File: src/rtl/tqvp_pdm_pkg.sv
// Shared definitions for the PDM audio output peripheral: register map,
// CTRL field positions and the offset-binary conversion used by the modulator.
package tqvp_pdm_pkg;

   localparam int SAMPLE_W_DEF = 16;

   localparam logic [3:0] ADDR_CTRL     = 4'h0;
   localparam logic [3:0] ADDR_PRESC    = 4'h1;
   localparam logic [3:0] ADDR_STATUS   = 4'h2;
   localparam logic [3:0] ADDR_LEVEL_LO = 4'h3;
   localparam logic [3:0] ADDR_LEVEL_HI = 4'h4;

   localparam int CTRL_W         = 5;
   localparam int CTRL_EN_BIT    = 0;
   localparam int CTRL_INV_BIT   = 1;
   localparam int CTRL_SHIFT_LSB = 2;
   localparam int CTRL_SHIFT_MSB = 4;

   localparam logic [15:0] LEVEL_MID = 16'h8000;

   function automatic logic [15:0] to_offset_binary(input logic [15:0] v);
      return v ^ LEVEL_MID;
   endfunction

endpackage

File: src/rtl/tqvp_pdm_sat.sv
// Combinational shift-and-saturate: scales a signed sample by 2^shift, clamps
// to the 16-bit signed range and returns it as an offset-binary level.
module tqvp_pdm_sat
   import tqvp_pdm_pkg::*;
#(
   parameter int SAMPLE_W = SAMPLE_W_DEF
) (
   input  logic [SAMPLE_W-1:0] sample,
   input  logic [2:0]          shift,
   output logic [15:0]         level
);

   // Wide enough that a shift of up to 7 never loses the sign bit.
   localparam int WIDE_W = (SAMPLE_W + 8 > 17) ? SAMPLE_W + 8 : 17;

   logic signed [WIDE_W-1:0] ext_s;
   logic signed [WIDE_W-1:0] shifted_s;
   logic [WIDE_W-16:0]       upper_s;

   // Scale, detect overflow of the 16-bit signed range, then clamp.
   always_comb begin
      ext_s     = {{(WIDE_W-SAMPLE_W){sample[SAMPLE_W-1]}}, sample};
      shifted_s = ext_s <<< shift;
      upper_s   = shifted_s[WIDE_W-1:15];
      if ((&upper_s) || !(|upper_s)) begin
         level = to_offset_binary(shifted_s[15:0]);
      end else if (shifted_s[WIDE_W-1]) begin
         level = to_offset_binary(16'h8000);
      end else begin
         level = to_offset_binary(16'h7FFF);
      end
   end

endmodule

File: src/rtl/tqvp_pdm_out.sv
// PDM audio output peripheral: one-entry sample holding register, prescaled
// tick generator and a first-order accumulator modulator behind a byte register map.
module tqvp_pdm_out
   import tqvp_pdm_pkg::*;
#(
   parameter int SAMPLE_W = SAMPLE_W_DEF
) (
   input  logic                clk,
   input  logic                rst,
   input  logic [SAMPLE_W-1:0] sample_data,
   input  logic                sample_valid,
   output logic                sample_ready,
   input  logic [3:0]          address,
   input  logic [7:0]          data_in,
   input  logic                data_write,
   output logic [7:0]          data_out,
   output logic                pdm_out
);

   logic [CTRL_W-1:0] ctrl_r;
   logic [7:0]        presc_r;
   logic [7:0]        cnt_r;
   logic              full_r;
   logic              underrun_r;
   logic              load_seen_r;
   logic              ready_r;
   logic              pdm_r;
   logic [15:0]       hold_r;
   logic [15:0]       level_r;
   logic [15:0]       acc_r;

   logic              en_s;
   logic              inv_s;
   logic [2:0]        shift_s;
   logic              wr_ctrl_s;
   logic              wr_presc_s;
   logic              wr_status_s;
   logic              tick_s;
   logic              xfer_s;
   logic              load_s;
   logic              full_next_s;
   logic [7:0]        cnt_next_s;
   logic [15:0]       sat_level_s;
   logic [15:0]       eff_level_s;
   logic [16:0]       sum_s;

   tqvp_pdm_sat #(
      .SAMPLE_W(SAMPLE_W)
   ) u_sat (
      .sample(sample_data),
      .shift (shift_s),
      .level (sat_level_s)
   );

   // Write decode, tick generation, holding-register handshake and modulator sum.
   always_comb begin
      en_s        = ctrl_r[CTRL_EN_BIT];
      inv_s       = ctrl_r[CTRL_INV_BIT];
      shift_s     = ctrl_r[CTRL_SHIFT_MSB:CTRL_SHIFT_LSB];
      wr_ctrl_s   = data_write && (address == ADDR_CTRL);
      wr_presc_s  = data_write && (address == ADDR_PRESC);
      wr_status_s = data_write && (address == ADDR_STATUS);
      tick_s      = en_s && !wr_presc_s && (cnt_r == presc_r);
      xfer_s      = sample_valid && ready_r;
      load_s      = tick_s && full_r;
      // A sample being promoted on this tick already drives the accumulator.
      eff_level_s = full_r ? hold_r : level_r;
      sum_s       = {1'b0, acc_r} + {1'b0, eff_level_s};
      if (!en_s || wr_presc_s || tick_s) begin
         cnt_next_s = 8'h00;
      end else begin
         cnt_next_s = cnt_r + 8'h01;
      end
      if (load_s) begin
         full_next_s = 1'b0;
      end else if (xfer_s) begin
         full_next_s = 1'b1;
      end else begin
         full_next_s = full_r;
      end
   end

   // Configuration, sample path, status flags and modulator state.
   always_ff @(posedge clk) begin
      if (rst) begin
         ctrl_r      <= '0;
         presc_r     <= 8'h00;
         cnt_r       <= 8'h00;
         full_r      <= 1'b0;
         underrun_r  <= 1'b0;
         load_seen_r <= 1'b0;
         ready_r     <= 1'b0;
         pdm_r       <= 1'b0;
         hold_r      <= 16'h0000;
         level_r     <= LEVEL_MID;
         acc_r       <= 16'h0000;
      end else begin
         if (wr_ctrl_s) begin
            ctrl_r <= data_in[CTRL_W-1:0];
         end
         if (wr_presc_s) begin
            presc_r <= data_in;
         end
         cnt_r   <= cnt_next_s;
         full_r  <= full_next_s;
         ready_r <= !full_next_s;
         if (xfer_s) begin
            hold_r <= sat_level_s;
         end
         if (load_s) begin
            level_r     <= hold_r;
            load_seen_r <= 1'b1;
         end
         // Setting on a starved tick takes priority over a software clear.
         if (tick_s && !full_r && load_seen_r) begin
            underrun_r <= 1'b1;
         end else if (wr_status_s) begin
            underrun_r <= 1'b0;
         end
         if (!en_s) begin
            acc_r <= 16'h0000;
            pdm_r <= inv_s;
         end else if (tick_s) begin
            acc_r <= sum_s[15:0];
            pdm_r <= sum_s[16] ^ inv_s;
         end
      end
   end

   // Register read mux.
   always_comb begin
      data_out = 8'h00;
      case (address)
         ADDR_CTRL:     data_out = {{(8-CTRL_W){1'b0}}, ctrl_r};
         ADDR_PRESC:    data_out = presc_r;
         ADDR_STATUS:   data_out = {6'b000000, underrun_r, full_r};
         ADDR_LEVEL_LO: data_out = level_r[7:0];
         ADDR_LEVEL_HI: data_out = level_r[15:8];
         default:       data_out = 8'h00;
      endcase
   end

   assign sample_ready = ready_r;
   assign pdm_out      = pdm_r;

endmodule

File: config.mk
export PLATFORM = sky130hd
export DESIGN_NAME = tqvp_pdm_out
export DESIGN_NICKNAME = d
export VERILOG_FILES = /design/src/rtl/tqvp_pdm_pkg.sv /design/src/rtl/tqvp_pdm_sat.sv /design/src/rtl/tqvp_pdm_out.sv
export SDC_FILE = /design/constraint.sdc
export NUM_CORES = 1
export LEC_CHECK = 0
export BUFFER_PORTS_ARGS = -buffer_cell sky130_fd_sc_hd__buf_4
export CAP_MARGIN = 30
export CELL_PAD_IN_SITES_DETAIL_PLACEMENT = 0
export CELL_PAD_IN_SITES_GLOBAL_PLACEMENT = 1
export CORE_MARGIN = 2
export CORE_UTILIZATION = 46
export CTS_CLUSTER_SIZE = 10
export DETAILED_ROUTE_END_ITERATION = 12
export MAX_ROUTING_LAYER = met4
export PLACE_DENSITY_LB_ADDON = 0.1
export RECOVER_POWER = 50
export SLEW_MARGIN = 10
export SYNTH_ARGS = -nofsm -noshare
export SYNTH_HDL_FRONTEND = slang
export SYNTH_HIERARCHICAL = 1
export SYNTH_SLANG_ARGS = --single-unit
File: constraint.sdc
create_clock -name clk -period 3.1 [get_ports clk]
set_clock_uncertainty 0.1 [all_clocks]
set_input_delay 0.62 -clock clk [delete_from_list [all_inputs] [get_ports clk]]
set_output_delay 0.62 -clock clk [all_outputs]
set_load 0.02 [all_outputs]
# After elaboration in Yosys (flattened, before gate mapping)
# Index checks and enable logic that the tools add are counted.
[op_classes] n_reduce_logical=23 eq_ne=6 n_mux=10 shift=1 add_sub_neg=2 n_bitwise=3
[ops] op="16-bit 2-to-1 mux" n=3
[ops] op="8-bit case mux with 5 select lines" n=1
[ops] op="16-bit by 3-bit <<< shifter with 24-bit output" n=1
[ops] op="16-bit by 16-bit adder with 17-bit output" n=1
[ops] op="1-bit logical AND" n=9
[ops] op="9-bit AND reduction" n=1
[ops] op="9-bit OR reduction" n=1
[ops] op="8-bit by 1-bit adder with 8-bit output, second input constant" n=1
[ops] op="4-bit by 2-bit == test with 1-bit output, second input constant" n=2
[ops] op="8-bit == test" n=1
[ops] op="1-bit 2-to-1 mux" n=6
[ops] op="1-bit zero test" n=5
[ops] op="4-bit by 1-bit == test with 1-bit output, second input constant" n=1
[ops] op="4-bit by 3-bit == test with 1-bit output, second input constant" n=1
[ops] op="4-bit zero test" n=1
[ops] op="2-bit OR reduction" n=2
[ops] op="1-bit logical OR" n=3
[ops] op="2-bit by 1-bit != test with 1-bit output, second input constant" n=1
[ops] op="1-bit NOT" n=2
[ops] op="2-bit nonzero test" n=1
[ops] op="1-bit XOR" n=1
[totals] reg_bits=74

# Longest topological paths before layout
# Gate-level depths: netlist of the first run.
[logic_depth] depth_word=8 depth_mapped=11

# Hierarchy
# The synthesis of the first run kept the hierarchy.
[modules_own_cells] module="tqvp_pdm_out" area_per_inst_um2=3950.0 cells_per_inst=474 instances=1
[modules_own_cells] module="tqvp_pdm_sat" area_per_inst_um2=1183.6 cells_per_inst=156 instances=1

# Worst setup path after synthesis of the first run
# OpenSTA, ideal clock, no wires.
[synth_timing] kind="flip-flop to flip-flop" startpoint="reg full_r" endpoint="reg pdm_r, in the netlist pdm_out" path_slack_ns=0.220 path_stages_with_launch=11 setup_ns=0.131 t_arrival_ns=2.649 period_less_slack_ns=2.880 n_path_buf=2 cell_sequence="dfxtp_1 buf_2 clkbuf_1 mux2_2 ha_1 o21ai_0 a221o_1 a31oi_1 a21oi_1 a41oi_1 o31ai_1"
[synth_via] elab_chain_cells=5
[synth_rtl] item="start: declaration" line="tqvp_pdm_out.sv:23" source="logic full_r;"
[synth_rtl] item="start signal: assignment" line="tqvp_pdm_out.sv:105" source="full_r <= full_next_s;"
[synth_rtl] item="16-bit 2-to-1 mux" line="tqvp_pdm_out.sv:67" source="eff_level_s = full_r ? hold_r : level_r;"
[synth_rtl] item="16-bit by 16-bit adder with 17-bit output" line="tqvp_pdm_out.sv:68" source="sum_s = {1'b0, acc_r} + {1'b0, eff_level_s};"
[synth_rtl] item="1-bit XOR" line="tqvp_pdm_out.sv:125" source="pdm_r <= sum_s[16] ^ inv_s;"
[synth_rtl] item="1-bit 2-to-1 mux" line="tqvp_pdm_out.sv:123" source="end else if (tick_s) begin"
[synth_rtl] item="1-bit 2-to-1 mux" line="tqvp_pdm_out.sv:120" source="if (!en_s) begin"
[synth_rtl] item="end signal: assignment" line="tqvp_pdm_out.sv:122" source="pdm_r <= inv_s;"
[synth_rtl] item="end signal: assignment" line="tqvp_pdm_out.sv:125"
[synth_rtl] item="end: declaration" line="tqvp_pdm_out.sv:27" source="logic pdm_r;"
# Every way passes these cells. The select of a mux whose other input is x is not followed.
# A chain may end at the register's enable or synchronous reset.

# Final worst setup path of the first run
[layout_timing] startpoint="in address[1]" endpoint="out data_out[5]"
[layout_via] elab_chain_cells=2 word_cells_on_any_way=6 cone_classes="eq/ne (4); mux (1); reduce/logical (1)"
[layout_rtl] item="start: declaration" line="tqvp_pdm_out.sv:13" source="input logic [3:0] address,"
[layout_rtl] item="4-bit by 3-bit == test with 1-bit output, or another cell as far along" line="tqvp_pdm_out.sv:133" source="case (address)"
[layout_rtl] item="8-bit case mux with 5 select lines (*)" line="tqvp_pdm_out.sv:133"
[layout_rtl] item="end: declaration" line="tqvp_pdm_out.sv:16" source="output logic [7:0] data_out,"
# Mark *: on every way between the ends. The rest lies on a longest branch, timed or not.

==> run_results.csv, run 1 <==
group,metric,value,unit
sta,max_freq,0.342,GHz
cells_and_area,drive_gt1_share,17.5,%
setup_path,cpMostUsedCell,"clkbuf_1",
floorplanning,ios,42,
global_routing,antenna_found_initial,0,
synthesis,ys_seq_area_share,28.9,%
synthesis,async_flop_share,0,%
floorplanning,die_y,110,um
drt,drt_iter0_markers,304,
sta,fin_crit,2.92,ns
global_routing,grt_pass1_vias,4097,
clock_tree,htreeDepth,3,
synthesis,synth_edf_count,0,
clock_tree,postCtsSetupBuffers,0,
setup_path,cp-start-kind,"primary input",
cells_and_area,num_antenna_cells,0,
floorplanning,fp.dieW,110,um
cells_and_area,layout_commonest_cell,"nand2_1",
clock_tree,cts_root_buffer,"clkbuf_8",
setup_path,crit_arrival,2.20,ns
drt,viasPerCell,5.67,
outcome,status,"finished clean",
synthesis,syn_area,0.00513,mm^2
clock_tree,cts.clk_slew.worst_paths,0.07,ns
clock_tree,cts_tree,"done",
drt,ant_nets,0,
setup_path,crit_fanout,10,
global_routing,grt_use_total,22.5,%
place,dp_slack,0.181,ns
sta,slew_headroom,51.7,%
sta,rsz0062_at_grt,"false",
synthesis,synth_top_area_share,28.9,%
clock_tree,clk_latency,0.34,ns
synthesis,synthFlopType,"dfxtp_1",
drt,dr.pass1.iters,5,
drt,avgRoutedWirePerCell,15.6,um
setup_path,critical_path_required,2.38,ns
setup_path,crit_type,"primary input to output pin",
setup_path,path_delay_family,"buffers and inverters",
setup_path,cp-end-kind,"output pin",
cells_and_area,fillers,1119,
synthesis,netlist.top_cell.by_area,"dfxtp_1",
flow_run,maxCapViolations,0,
sta,tns,0,ns
global_routing,grt_pass1_wl,20.5,mm
clock_tree,cts.path.max_buffers,2,
synthesis,ys_ff_latch,74,
cells_and_area,num-nets-final,701,
floorplanning,rows,38,
drt,wl,12.5,mm
setup_path,cp_slowest_cell,"nor4b_1",
sta,postLayoutSetupSlackWorst,0.180,ns
hold_path,hp-class,"flop to flop",
synthesis,yosysWarningCount,6,
setup_path,crit_chain,"clkbuf_1 > nor4b_1 > clkbuf_1 > nand2_1 > nand2_1 > clkbuf_1",
sta,finalHoldViolCount,0,
pwr,ir_drop,0.285,mV
setup_path,timing.critical_path.buf_inv,3,
place,dpl.hpwl,9.53,mm
clock_tree,hold_buffers,0,
place,globalplace.congestion,0.863,
clock_tree,post_cts_resized,0,
cells_and_area,area_growth,8.16,%
sta,finalCritPeriodShare,94.2,%
drt,route.vias.total,4510,
sta,final_max_slew_viol_count,0,
clock_tree,cts_buffers,9,
setup_path,slowest_delay,0.62,ns
synthesis,synth_fp_nets,680,
sta,finalSetupViolations,0,
floorplanning,coreArea,0.0109,mm^2
place,placed_area,0.00541,mm^2
synthesis,ys_types,75,
drt,drc,0,
cells_and_area,fin_area,0.00555,mm^2
pwr,p_leak,0.00210,uW
floorplanning,die-area,0.0120,mm^2
pwr,cellPowerDensity,360,mW/mm^2
synthesis,synth_area_leaders,"dfxtp_1 (29%), nand2_1 (8.8%), a21oi_1 (5.9%), mux2_2 (5.5%), mux2i_1 (4.7%)",
cells_and_area,final_cell_mix,"nand2_1 (121), dfxtp_1 (74), a21oi_1 (65)",
global_routing,grt_max_degree,54,
sta,tightest_slew,0.724,ns
place,port_buffers,41,
floorplanning,start_util,47.2,%
synthesis,syn_inst,630,
clock_tree,cts_sinks,74,
global_routing,overflow,0,
synthesis,avgSynthCellArea,8.15,um^2
through the flow:
stage / utilization (%) / cells / hold WS, ns / total power, uW
2_1_floorplan: - / 630 / 0.336 / 1180
3_3_place_gp: 49.6 / 778 / 0.342 / 1260
3_5_place_dp: 49.7 / 779 / 0.352 / 1260
4_1_cts: 51.6 / 795 / 0.362 / 2030
5_1_grt: 51.0 / 796 / 0.384 / 2100
6_report: 51.0 / 796 / 0.360 / 2000
worst min-delay path, cell delays in order (launching register included):
cell and delay [ns]:
dfxtp_1 0.32, nand2_1 0.05, a21oi_1 0.05
flip-flops by register name (all words and copies together), names as in the netlist:
name and count:
acc_r 16, hold_r 16, level_r 16, cnt_r 8, presc_r 8, ctrl_r 5, full_r 1, load_seen_r 1
pdm_out 1, sample_ready 1, underrun_r 1
cell usage after synthesis (all sizes together), types with 6 or more instances:
cell type	n
clkbuf	17
xnor2	17
a211oi	6
a21o	8
nor2b	12
nand3	12
o22ai	10
o21ai	24
a22oi	9
a221o	7
dfxtp	74
nor2	40
mux2	25
ha	17
xor2	8
inv	10
a21oi	70
buf	27
mux2i	25
nand2b	7
nand2	131
layer usage:
layer | share of wire, % | global-route usage [%] | routed length [um] | vias up
met5 | 0 | - | 0 | -
met4 | 1.0 | 4.88 | 127 | 0
met3 | 4.0 | 4.03 | 501 | 13
met2 | 45 | 33.7 | 5580 | 77
met1 | 50 | 31.8 | 6240 | 2144
li1 | - | - | - | 2276
report_power, final:
part / total, uW / switching [uW] / internal [uW]
registers: 985 / 16.9 / 968
logic: 247 / 138 / 109
clock network: 765 / 351 / 415
total: 2000 / 506 / 1490
logic make-up after synthesis:
family | share of synthesized area [%]
simple gates | 23.3
compound gates | 21.1
flops | 28.9
buf+inv | 6.48
mux | 11.5
xor+xnor | 4.27
fa+ha+maj | 4.53
layout make-up:
| type | count | area (um^2) | area share [%] |
|---|---|---|---|
| Multi-Input combinational cell | 502 | 3270 | 59.0 |
| Sequential cell | 74 | 1480 | 26.7 |
| Timing Repair Buffer | 54 | 379 | 6.83 |
| Tap cell | 140 | 175 | 3.15 |
| Clock buffer | 12 | 155 | 2.79 |
| Clock inverter | 4 | 50.0 | 0.901 |
| Inverter | 10 | 37.5 | 0.676 |
final timing paths:
path / end / slack (ns) / start / depth (start not counted)
hold / removal: acc_r[10] / 0.36 / acc_r[10] / 2
hold reg to reg: acc_r[10] / 0.36 / acc_r[10] / 2
setup / recovery: data_out[5] / 0.18 / address[1] / 6
setup reg to reg: acc_r[13] / 0.24 / full_r / 11
No activity file was read; power rests on OpenSTA's default activity.
==> run 2: changes to the inputs <==
--- a/config.mk
+++ b/config.mk
@@ -5,14 +5,14 @@
 export SDC_FILE = /design/constraint.sdc
 export NUM_CORES = 1
 export LEC_CHECK = 0
-export BUFFER_PORTS_ARGS = -buffer_cell sky130_fd_sc_hd__buf_4
 export CAP_MARGIN = 30
 export CELL_PAD_IN_SITES_DETAIL_PLACEMENT = 0
 export CELL_PAD_IN_SITES_GLOBAL_PLACEMENT = 1
 export CORE_MARGIN = 2
-export CORE_UTILIZATION = 46
-export CTS_CLUSTER_SIZE = 10
+export CORE_UTILIZATION = 49
+export CTS_CLUSTER_SIZE = 12
 export DETAILED_ROUTE_END_ITERATION = 12
+export DONT_BUFFER_PORTS = 1
 export MAX_ROUTING_LAYER = met4
 export PLACE_DENSITY_LB_ADDON = 0.1
 export RECOVER_POWER = 50
==> run_results.csv, run 2 (synthesis results as in run 1) <==
group,metric,value,unit
setup_path,path_delay_family,"compound AO/OA/AOI/OAI gates",
floorplanning,ios,42,
drt,dr.pass1.iters,4,
sta,slew_headroom,37.0,%
drt,wl,12.3,mm
setup_path,crit_chain,"buf_4 > mux2_2 > ha_1 > a211oi_1 > o21a_1 > a221o_1 > a31oi_1 > a21oi_1 > a41oi_1 > o31ai_1",
hold_path,worstHoldEndpoint,"level_r[13]",
outcome,status,"finished clean",
setup_path,crit_fanout,7,
clock_tree,cts.path.max_buffers,2,
flow_run,maxCapViolations,0,
clock_tree,cts_buffers,9,
clock_tree,cts_tree,"done",
drt,drc,0,
setup_path,reg2reg_to,"pdm_out",
cells_and_area,post-route-util,51.8,%
setup_path,cp_slowest_cell,"dfxtp_2",
sta,rsz0062_at_grt,"false",
cells_and_area,final_cell_mix,"nand2_1 (120), dfxtp_1 (73), a21oi_1 (61)",
pwr,power.switching,476,uW
sta,finalSetupViolations,0,
drt,avgRoutedWirePerCell,16.4,um
sta,final_max_slew_viol_count,0,
sta,tightest_slew,0.945,ns
cells_and_area,drive_gt1_share,13.2,%
pwr,power.clock.fraction,41.7,%
hold_path,min_from,"rst",
place,dp_slack,0.187,ns
cells_and_area,num-nets-final,660,
hold_path,hold_depth,1,
floorplanning,rows,37,
floorplanning,start_util,50.2,%
setup_path,cp-start-kind,"flop",
floorplanning,fp.dieW,106,um
pwr,cellPowerDensity,379,mW/mm^2
place,dpl.hpwl,9.24,mm
global_routing,grt_pass1_vias,4153,
sta,finalHoldViolCount,0,
pwr,ir_drop,0.237,mV
cells_and_area,num_antenna_cells,0,
clock_tree,cts_sinks,74,
sta,max_freq,0.345,GHz
pwr,combPwrFrac,9.0,%
pwr,p_int,1530,uW
clock_tree,clk_latency,0.34,ns
drt,route.vias.total,4329,
sta,postLayoutSetupSlackWorst,0.200,ns
clock_tree,hold_buffers,0,
cells_and_area,fillers,998,
drt,viasPerCell,5.76,
setup_path,crit-reg2reg-launch,"full_r",
floorplanning,die_y,106,um
pwr,p_leak,0.00192,uW
setup_path,crit_type,"flop to flop",
floorplanning,die-area,0.0113,mm^2
floorplanning,coreArea,0.0102,mm^2
global_routing,grt_pass1_wl,20.4,mm
drt,ant_nets,0,
cells_and_area,layout_commonest_cell,"nand2_1",
cells_and_area,regArea,0.00148,mm^2
setup_path,critical_path_required,3.19,ns
global_routing,grt_use_total,22.9,%
sta,finalCritPeriodShare,93.6,%
global_routing,antenna_found_initial,0,
cells_and_area,multi_input_area,0.00330,mm^2
clock_tree,cts.clk_slew.worst_paths,0.08,ns
setup_path,worst-r2r-setup-slack,0.20,ns
global_routing,grt_max_degree,54,
place,port_buffers,0,
setup_path,rr_worst_depth,10,
clock_tree,htreeDepth,3,
pwr,netSwitchingFraction,23.7,%
hold_path,hp-class,"primary input to flop",
pwr,finalPower,2010,uW
drt,drt_iter0_markers,236,
clock_tree,cts_root_buffer,"clkbuf_8",
setup_path,crit_arrival,2.99,ns
pwr,pwr-share-seq,49.3,%
cells_and_area,area_growth,3.22,%
sta,fin_crit,2.90,ns
global_routing,overflow,0,
sta,tns,0,ns
setup_path,timing.critical_path.buf_inv,1,
cells_and_area,top_regs,"acc_r x16, hold_r x16, level_r x16",
setup_path,cp-end-kind,"flop",
place,globalplace.congestion,0.884,
setup_path,slowest_delay,0.40,ns
-- run 2: changes by cell type in the layout (fill, tap and decap cells not counted), sizes merged --
cell      previous run  this run
buf                 45        11
clkbuf              21        14
clkinvlp             2         0
bufinv               1         2
inv                 10        11
-- run 2: cell type report --
cell class	count	area share, %
Clock buffer	12	2.74
Tap cell	136	3.21
Sequential cell	74	28.0
Inverter	10	0.708
Clock inverter	4	1.39
Timing Repair Buffer	13	1.70
Multi-Input combinational cell	502	62.3
-- run 2: how the worst max path moves through the flow --
stage / from / endpoint / slack [ns] / depth (start not counted)
floorplan: full_r / pdm_out / 0.22 / 10
global placement: full_r / pdm_out / 0.22 / 10
detailed placement: full_r / pdm_out / 0.19 / 10
CTS: full_r / pdm_out / 0.17 / 10
global route: full_r / pdm_out / 0.07 / 10
finish: full_r / pdm_out / 0.20 / 10
-- run 2: routing by layer --
layer	vias to the layer above	track usage (%)	wire length [um]
met3	17	3.80	572
met5	-	-	0
met2	98	35.5	5500
li1	2195	-	-
met4	0	6.11	144
met1	2019	31.2	6070
-- run 2: power by group through the flow --
stage	registers [uW]	clock network, uW	logic, uW
6_report	988	837	181
5_1_grt	990	888	201
4_1_cts	988	859	183
3_5_place_dp	1010	0	182
3_3_place_gp	1010	0	180
2_1_floorplan	1000	0	184
-- run 2: worst register-to-register path: stages (launching register included) --
cell and delay (ns):
dfxtp_2 0.40, buf_4 0.17, mux2_2 0.34, ha_1 0.35, a211oi_1 0.10, o21a_1 0.24
a221o_1 0.37, a31oi_1 0.32, a21oi_1 0.12, a41oi_1 0.18, o31ai_1 0.08
-- run 2: stage by stage --
step	cell area, um^2	hold slack (ns)	std cells
detailed placement	5110	0.352	735
CTS	5330	0.226	751
global placement	5100	0.345	734
floorplan	5130	0.336	630
finish	5300	0.252	751
global route	5300	0.227	751
-- run 2: timing repair --
action / in CTS / in global routing
setup buffers: 0 / 0
resized for setup: 0 / 1
endpoints found under the setup margin: 0 / 1
